==> src/rtl/tweezer_pi_sequencer_if.sv <==
// Host, photodiode and PI-controller signals seen by the tweezer PI sequencer.
interface tweezer_pi_sequencer_if #(
    parameter int inputBitSize = 16
);
    logic                    host_start;
    logic                    host_stop;
    logic [inputBitSize-1:0] sum;
    logic                    sum_valid;
    logic [inputBitSize-1:0] sum_threshold;
    logic [inputBitSize-1:0] pi_out;
    logic                    pi_out_valid;
    logic [inputBitSize-2:0] sat_limit;
    logic                    PI_reset;
    logic                    PI_enable;
    logic                    PI_freeze;
    logic [2:0]              state;
    logic                    bead_lost;
    logic                    fault;

    modport master (
        output host_start, host_stop, sum, sum_valid, sum_threshold,
               pi_out, pi_out_valid, sat_limit,
        input  PI_reset, PI_enable, PI_freeze, state, bead_lost, fault
    );

    modport slave (
        input  host_start, host_stop, sum, sum_valid, sum_threshold,
               pi_out, pi_out_valid, sat_limit,
        output PI_reset, PI_enable, PI_freeze, state, bead_lost, fault
    );
endinterface

==> src/rtl/tweezer_pi_sequencer.sv <==
// Run-time sequencer driving PI_reset / PI_enable / PI_freeze of the tweezer loop.
// Define TWEEZER_SEQ_WATCHDOG_EN to add the sum_valid watchdog and the FAULT state.
module tweezer_pi_sequencer #(
    parameter int inputBitSize   = 16,
    parameter int ACQ_SAMPLES    = 8,
    parameter int LOSS_SAMPLES   = 4,
    parameter int RESET_CYCLES   = 4,
    parameter int SETTLE_SAMPLES = 16,
    parameter int WD_CYCLES      = 1024
) (
    input  logic                 clk,
    input  logic                 reset,
    tweezer_pi_sequencer_if.slave bus
);
    // state     | meaning
    // IDLE      | loop disarmed, PI held in reset
    // WAIT_BEAD | searching for ACQ_SAMPLES consecutive present samples
    // RESET_PI  | PI held in reset for RESET_CYCLES clocks
    // SETTLE    | PI running, waiting SETTLE_SAMPLES output strobes
    // LOCKED    | closed loop, integrator running
    // FROZEN    | closed loop, integrator frozen while output saturated
    // FAULT     | watchdog expired, only host_stop leaves
    typedef enum logic [2:0] {
        S_IDLE      = 3'd0,
        S_WAIT_BEAD = 3'd1,
        S_RESET_PI  = 3'd2,
        S_SETTLE    = 3'd3,
        S_LOCKED    = 3'd4,
        S_FROZEN    = 3'd5,
        S_FAULT     = 3'd6
    } state_t;

    localparam int MAX_A = (ACQ_SAMPLES > LOSS_SAMPLES) ? ACQ_SAMPLES : LOSS_SAMPLES;
    localparam int MAX_B = (RESET_CYCLES > SETTLE_SAMPLES) ? RESET_CYCLES : SETTLE_SAMPLES;
    localparam int MAX_C = (MAX_A > MAX_B) ? MAX_A : MAX_B;
    localparam int MAX_P = (MAX_C > WD_CYCLES) ? MAX_C : WD_CYCLES;
    localparam int CNT_W = $clog2(MAX_P + 1);

    localparam logic [CNT_W-1:0] ACQ_LAST    = CNT_W'(ACQ_SAMPLES - 1);
    localparam logic [CNT_W-1:0] LOSS_LAST   = CNT_W'(LOSS_SAMPLES - 1);
    localparam logic [CNT_W-1:0] RST_LAST    = CNT_W'(RESET_CYCLES - 1);
    localparam logic [CNT_W-1:0] SETTLE_LAST = CNT_W'(SETTLE_SAMPLES - 1);

    state_t                  state_q, state_nxt;
    logic [CNT_W-1:0]        acq_cnt, acq_nxt;
    logic [CNT_W-1:0]        loss_cnt, loss_nxt;
    logic [CNT_W-1:0]        rst_cnt, rst_nxt;
    logic [CNT_W-1:0]        settle_cnt, settle_nxt;
    logic                    lost_nxt;
    logic                    pi_reset_q, pi_enable_q, pi_freeze_q, bead_lost_q;
    logic                    present, sat;
    logic [inputBitSize-2:0] mag, mag_neg;

    // Negating only the low bits gives |pi_out| except for the most-negative code,
    // which clamps to full scale.
    assign mag_neg = ~bus.pi_out[inputBitSize-2:0] + 1'b1;
    assign mag     = !bus.pi_out[inputBitSize-1]       ? bus.pi_out[inputBitSize-2:0] :
                     (bus.pi_out[inputBitSize-2:0] == '0) ? '1 : mag_neg;

    assign present = bus.sum >= bus.sum_threshold;
    assign sat     = mag >= bus.sat_limit;

`ifdef TWEEZER_SEQ_WATCHDOG_EN
    localparam logic [CNT_W-1:0] WD_LAST = CNT_W'(WD_CYCLES - 1);
    logic [CNT_W-1:0] wd_cnt, wd_nxt;
    logic             fault_q;
`endif

    always_comb begin
        state_nxt  = state_q;
        acq_nxt    = acq_cnt;
        loss_nxt   = loss_cnt;
        rst_nxt    = rst_cnt;
        settle_nxt = settle_cnt;
        lost_nxt   = 1'b0;
`ifdef TWEEZER_SEQ_WATCHDOG_EN
        wd_nxt     = wd_cnt;
`endif
        if (bus.host_stop) begin
            state_nxt  = S_IDLE;
            acq_nxt    = '0;
            loss_nxt   = '0;
            rst_nxt    = '0;
            settle_nxt = '0;
`ifdef TWEEZER_SEQ_WATCHDOG_EN
            wd_nxt     = '0;
`endif
        end else begin
            case (state_q)
                S_IDLE: begin
                    if (bus.host_start) begin
                        state_nxt = S_WAIT_BEAD;
                        acq_nxt   = '0;
                    end
                end
                S_WAIT_BEAD: begin
                    if (bus.sum_valid) begin
                        if (!present) begin
                            acq_nxt = '0;
                        end else if (acq_cnt >= ACQ_LAST) begin
                            state_nxt = S_RESET_PI;
                            acq_nxt   = '0;
                            rst_nxt   = '0;
                        end else begin
                            acq_nxt = acq_cnt + 1'b1;
                        end
                    end
                end
                S_RESET_PI: begin
                    if (rst_cnt >= RST_LAST) begin
                        state_nxt  = S_SETTLE;
                        rst_nxt    = '0;
                        settle_nxt = '0;
                        loss_nxt   = '0;
                    end else begin
                        rst_nxt = rst_cnt + 1'b1;
                    end
                end
                S_SETTLE: begin
                    // A bead drop outranks a settle completion in the same cycle.
                    if (bus.sum_valid && !present) begin
                        state_nxt  = S_WAIT_BEAD;
                        acq_nxt    = '0;
                        settle_nxt = '0;
                    end else if (bus.pi_out_valid) begin
                        if (settle_cnt >= SETTLE_LAST) begin
                            state_nxt  = S_LOCKED;
                            settle_nxt = '0;
                            loss_nxt   = '0;
                        end else begin
                            settle_nxt = settle_cnt + 1'b1;
                        end
                    end
                end
                S_LOCKED, S_FROZEN: begin
                    if (bus.sum_valid) begin
                        if (present) begin
                            loss_nxt = '0;
                        end else if (loss_cnt >= LOSS_LAST) begin
                            state_nxt = S_WAIT_BEAD;
                            loss_nxt  = '0;
                            acq_nxt   = '0;
                            lost_nxt  = 1'b1;
                        end else begin
                            loss_nxt = loss_cnt + 1'b1;
                        end
                    end
                    if (!lost_nxt && bus.pi_out_valid) begin
                        if (state_q == S_LOCKED && sat) begin
                            state_nxt = S_FROZEN;
                        end else if (state_q == S_FROZEN && !sat) begin
                            state_nxt = S_LOCKED;
                        end
                    end
                end
                S_FAULT: begin
                    state_nxt = S_FAULT;
                end
                default: begin
                    state_nxt = S_IDLE;
                end
            endcase
`ifdef TWEEZER_SEQ_WATCHDOG_EN
            if (state_q inside {S_SETTLE, S_LOCKED, S_FROZEN}) begin
                if (bus.sum_valid) begin
                    wd_nxt = '0;
                end else if (wd_cnt >= WD_LAST) begin
                    state_nxt = S_FAULT;
                    wd_nxt    = '0;
                end else begin
                    wd_nxt = wd_cnt + 1'b1;
                end
            end else begin
                wd_nxt = '0;
            end
`endif
        end
    end

    always_ff @(posedge clk or negedge reset) begin
        if (!reset) begin
            state_q     <= S_IDLE;
            acq_cnt     <= '0;
            loss_cnt    <= '0;
            rst_cnt     <= '0;
            settle_cnt  <= '0;
            pi_reset_q  <= 1'b1;
            pi_enable_q <= 1'b0;
            pi_freeze_q <= 1'b0;
            bead_lost_q <= 1'b0;
`ifdef TWEEZER_SEQ_WATCHDOG_EN
            wd_cnt      <= '0;
            fault_q     <= 1'b0;
`endif
        end else begin
            state_q     <= state_nxt;
            acq_cnt     <= acq_nxt;
            loss_cnt    <= loss_nxt;
            rst_cnt     <= rst_nxt;
            settle_cnt  <= settle_nxt;
            pi_reset_q  <= state_nxt inside {S_IDLE, S_WAIT_BEAD, S_RESET_PI, S_FAULT};
            pi_enable_q <= state_nxt inside {S_SETTLE, S_LOCKED, S_FROZEN};
            pi_freeze_q <= state_nxt == S_FROZEN;
            bead_lost_q <= lost_nxt;
`ifdef TWEEZER_SEQ_WATCHDOG_EN
            wd_cnt      <= wd_nxt;
            fault_q     <= state_nxt == S_FAULT;
`endif
        end
    end

    assign bus.state     = state_q;
    assign bus.PI_reset  = pi_reset_q;
    assign bus.PI_enable = pi_enable_q;
    assign bus.PI_freeze = pi_freeze_q;
    assign bus.bead_lost = bead_lost_q;
`ifdef TWEEZER_SEQ_WATCHDOG_EN
    assign bus.fault     = fault_q;
`else
    assign bus.fault     = 1'b0;
`endif
endmodule
==> src/flat_wrapper.sv <==
// flat-port wrapper written by rule: the top's interface ports become plain ports
module tweezer_pi_sequencer_flat 
#(
    parameter int inputBitSize   = 16,
    parameter int ACQ_SAMPLES    = 8,
    parameter int LOSS_SAMPLES   = 4,
    parameter int RESET_CYCLES   = 4,
    parameter int SETTLE_SAMPLES = 16,
    parameter int WD_CYCLES      = 1024
)
  (clk, reset, bus_host_start, bus_host_stop, bus_sum, bus_sum_valid, bus_sum_threshold, bus_pi_out, bus_pi_out_valid, bus_sat_limit, bus_PI_reset, bus_PI_enable, bus_PI_freeze, bus_state, bus_bead_lost, bus_fault);
  tweezer_pi_sequencer_if #(.inputBitSize(inputBitSize)) bus_i ();
  input  logic clk;
  input  logic reset;
  input wire logic [$bits(bus_i.host_start)-1:0] bus_host_start;
  input wire logic [$bits(bus_i.host_stop)-1:0] bus_host_stop;
  input wire logic [$bits(bus_i.sum)-1:0] bus_sum;
  input wire logic [$bits(bus_i.sum_valid)-1:0] bus_sum_valid;
  input wire logic [$bits(bus_i.sum_threshold)-1:0] bus_sum_threshold;
  input wire logic [$bits(bus_i.pi_out)-1:0] bus_pi_out;
  input wire logic [$bits(bus_i.pi_out_valid)-1:0] bus_pi_out_valid;
  input wire logic [$bits(bus_i.sat_limit)-1:0] bus_sat_limit;
  output wire logic [$bits(bus_i.PI_reset)-1:0] bus_PI_reset;
  output wire logic [$bits(bus_i.PI_enable)-1:0] bus_PI_enable;
  output wire logic [$bits(bus_i.PI_freeze)-1:0] bus_PI_freeze;
  output wire logic [$bits(bus_i.state)-1:0] bus_state;
  output wire logic [$bits(bus_i.bead_lost)-1:0] bus_bead_lost;
  output wire logic [$bits(bus_i.fault)-1:0] bus_fault;
  assign bus_i.host_start = bus_host_start;
  assign bus_i.host_stop = bus_host_stop;
  assign bus_i.sum = bus_sum;
  assign bus_i.sum_valid = bus_sum_valid;
  assign bus_i.sum_threshold = bus_sum_threshold;
  assign bus_i.pi_out = bus_pi_out;
  assign bus_i.pi_out_valid = bus_pi_out_valid;
  assign bus_i.sat_limit = bus_sat_limit;
  assign bus_PI_reset = bus_i.PI_reset;
  assign bus_PI_enable = bus_i.PI_enable;
  assign bus_PI_freeze = bus_i.PI_freeze;
  assign bus_state = bus_i.state;
  assign bus_bead_lost = bus_i.bead_lost;
  assign bus_fault = bus_i.fault;
  tweezer_pi_sequencer #(.inputBitSize(inputBitSize), .ACQ_SAMPLES(ACQ_SAMPLES), .LOSS_SAMPLES(LOSS_SAMPLES), .RESET_CYCLES(RESET_CYCLES), .SETTLE_SAMPLES(SETTLE_SAMPLES), .WD_CYCLES(WD_CYCLES)) u_core (.clk(clk), .reset(reset), .bus(bus_i));
endmodule
==> config.mk <==
export PLATFORM = sky130hd
export DESIGN_NAME = tweezer_pi_sequencer_flat
export DESIGN_NICKNAME = d
export VERILOG_FILES = /design/src/rtl/tweezer_pi_sequencer_if.sv /design/src/rtl/tweezer_pi_sequencer.sv /design/src/flat_wrapper.sv
export SDC_FILE = /design/constraint.sdc
export NUM_CORES = 1
export LEC_CHECK = 0
export ABC_AREA = 1
export CAP_MARGIN = 20
export CORE_MARGIN = 1.5
export CORE_UTILIZATION = 52
export CTS_CLUSTER_SIZE = 10
export DETAILED_ROUTE_END_ITERATION = 10
export PLACE_DENSITY = 0.83
export SLEW_MARGIN = 20
export SYNTH_ARGS = -nofsm -noshare
export SYNTH_HDL_FRONTEND = slang
export SYNTH_SLANG_ARGS = --single-unit
==> constraint.sdc <==
create_clock -name clk -period 2.5 [get_ports clk]
set_clock_uncertainty 0.15 [all_clocks]
set_input_delay 0.5 -clock clk [delete_from_list [all_inputs] [get_ports clk]]
set_output_delay 0.5 -clock clk [all_outputs]
set_load 0.02 [all_outputs]
==> results.yml <==
final_layout:
  final_nets: 759
  area_growth_pct: 57.8
  drive_gt1_frac: 0.311
  n_antenna_cell: 0
  final_util: 0.853
setup_path:
  path_max_fanout: 2
  cp_top_family: "simple AND/OR/NAND/NOR gates"
  reg2reg_depth: 11
  arrival_ns: 3.25
  crit_chain: "buf_12 > buf_6 > nor3_4 > nor3b_4 > nand2_2 > nor3_4 > nor2_1 > inv_1 > or2_4 > nand3_4 > ha_4 > nand2_2 > inv_2 > nand3_2 > nor3_2 > nand2_1 > nand3_1 > nand2_1 > nand3_2 > nand2_2 > nand2_4 > inv_4 > nor2_4"
  r2r_setup_slack_ns: 0.23
  reg2reg_from: "u_core.acq_cnt[0]"
  worst_path_most_repeated_cell: "nand2_2"
  required_ns: 2.61
  start_kind: "input pin"
  worst_path_largest_cell_delay_ns: 0.27
  endpoint: "u_core.bus.state[0]"
  crit-reg2reg-capture: "u_core.bus.PI_enable"
  path_class: "input pin to register"
  crit_slowest_cell: "ha_4"
  end_kind: "register"
  startpoint: "bus_pi_out[1]"
  worst-path-stages: 23
  critical_path_buf_inv_count: 5
clock_tree:
  clockBufferDepth: 2
  cts_max_level: 2
  cts_hold_buf: 0
  cts_root_buf: "clkbuf_8"
  clk_pin_slew_ns: 0.10
  numCtsBuffers: 5
  cts_sinks: 51
  cts_tree: "yes"
  insertion_delay_ns: 0.32
logic_synthesis:
  syn-num-nets: 630
  yosysMostFrequentCell: "nand2_1"
  syn_inst: 525
  dominantRegCellSynth: "dfrtp_1"
  ys_warn_count: 0
  yosysSeqAreaShare: 0.346
  synth_top_area_frac: 0.339
  synth_edf_count: 0
  syn_area_mm2: 0.00369
  synth.ff_latch_count: 51
  synth_common_cells: "nand2_1, inv_1, nor2_1"
  yosys.area.top_type: "dfrtp_1"
  yosysUniqueCellTypes: 38
  avgSynthCellArea_um2: 7.04
  synth_area_leaders: "dfrtp_1, ha_1, nand2_1, inv_1, nor2_1"
  postSynth.asyncResetShare: 1.00
placed_design:
  numPortBuffers: 75
  gp_congestion: 0.893
  detailedPlacementHpwl_um: 7040
  preCtsSetupSlack_ns: -1.34
timing:
  hold_viol: 4
  grt_setup_unrepaired: "yes"
  maxSlewViolCount: 0
  fin_crit_sh: 1.26
  layout_setup_ws_ns: -0.639
  fin_hold_ws_ns: -0.00191
  clock.fmax_mhz: 319
  final-setup-viol-count: 4
  fin_setup_tns_ns: -2.44
  post-route-min-period_ns: 3.14
detailed_routing:
  via_count: 4108
  detail_route.iter0.violations: 260
  firstDrtPassIters: 5
  ant_nets: 0
  drc: 0
  vias_per_cell: 5.47
  wl_um: 12400
  routedWlPerCell_um: 16.5
floorplan:
  design.die.area_mm2: 0.00762
  rows: 30
  initial_core_util: 0.541
  core_mm2: 0.00683
  fp.dieW_um: 87.3
  io-pin-count: 77
  die_h_um: 87.3
power:
  peakVddDrop_uv: 272
  total_power_uw: 2020
  power_density_mw_per_mm2: 347
  p_leak_uw: 0.00321
global_routing:
  grt_pass1_vias: 3985
  grt_overflow: 0
  antenna_found_initial: 0
  groute.usage.overall: 0.287
  grt_pass1_wl_um: 17100
  grt_max_degree: 52
worst_hold_path:
  hp-class: "input pin to asynchronous set/reset pin"
job:
  cap_violations: 0
status:
  violations: "negative hold slack, negative setup slack"
  status: "finished, violations left"
==> layer usage <==
metal | global-route usage | part of all wire
met1 | 0.312 | 0.35
met2 | 0.536 | 0.52
met3 | 0.0502 | 0.068
met4 | 0.130 | 0.056
met5 | 0 | 0
==> how the worst min path moves through the flow <==
stage / startpoint / to / slack, ns / cells past startpoint
6_report: reset / u_core.loss_cnt[6] / -0.002 / 2
5_1_grt: reset / u_core.loss_cnt[3] / 0.02 / 2
4_1_cts: reset / u_core.loss_cnt[6] / 0.01 / 2
3_5_place_dp: u_core.acq_cnt[3] / u_core.acq_cnt[3] / 0.30 / 2
3_3_place_gp: u_core.acq_cnt[7] / u_core.acq_cnt[7] / 0.30 / 2
2_1_floorplan: reset / u_core.acq_cnt[0] / 0.05 / 0
==> cell usage in the layout, fill, tap and decap left out, drive strengths merged, types with 6 or more instances in the layout <==
cell type,count
nor2,71
ha,36
dlymetal6s2s,31
nand4,14
o21ai,18
buf,58
nand2,118
dfrtp,50
nand3,34
clkdlybuf4s50,31
inv,118
clkbuf,6
or2,8
nor3,15
dlygate4sd2,6
a21oi,17
==> power breakdown <==
group / total (uW) / internal [uW] / switching [uW]
clock network: 516 / 208 / 308
logic: 674 / 334 / 339
registers: 835 / 829 / 6.04
==> per-stage QoR <==
step                cell area, um2  std cells
floorplan                     3830        525
global placement              4990        729
detailed placement            4990        729
CTS                           5390        747
global route                  5830        751
finish                        5830        751
==> cells by family (layout without fill, tap and decap cells) <==
kind of cell	count (synthesis)	in the layout	synth area share
and+or+nand+nor	272	272	0.336
adders and majority gates	36	36	0.122
other	1	1	0.00102
AOI/OAI and AO/OA	39	39	0.0600
xor gates and xnor gates	1	1	0.00237
buffers and inverters	125	255	0.133
DFF	51	51	0.346
==> layout make-up <==
class	instances	area, um2
inverters	117	464
multi-input cells	349	2530
clock buffers	5	68.8
clock inverters	3	28.8
well taps	96	120
fillers	372	1000
flip-flops and latches	51	1280
repair buffers	130	1340
==> sequential cells by signal, summed over array words and instances, names as in the netlist <==
signal,cells
u_core.acq_cnt,11
u_core.loss_cnt,11
u_core.rst_cnt,11
u_core.settle_cnt,11
u_core.bus.state,3
u_core.bus.PI_enable,1
u_core.bus.PI_freeze,1
u_core.bus.PI_reset,1
u_core.bus.bead_lost,1
==> what timing repair did <==
item                                    in CTS  in global routing
buffers inserted                            10                  3
endpoints found under the hold margin        0                  0
endpoints found under the setup margin      20                 49
resized for setup                           81                104
pin swaps                                   32                 42
cloned                                       0                  1
Note: power is estimated with default switching activity, not from simulation.
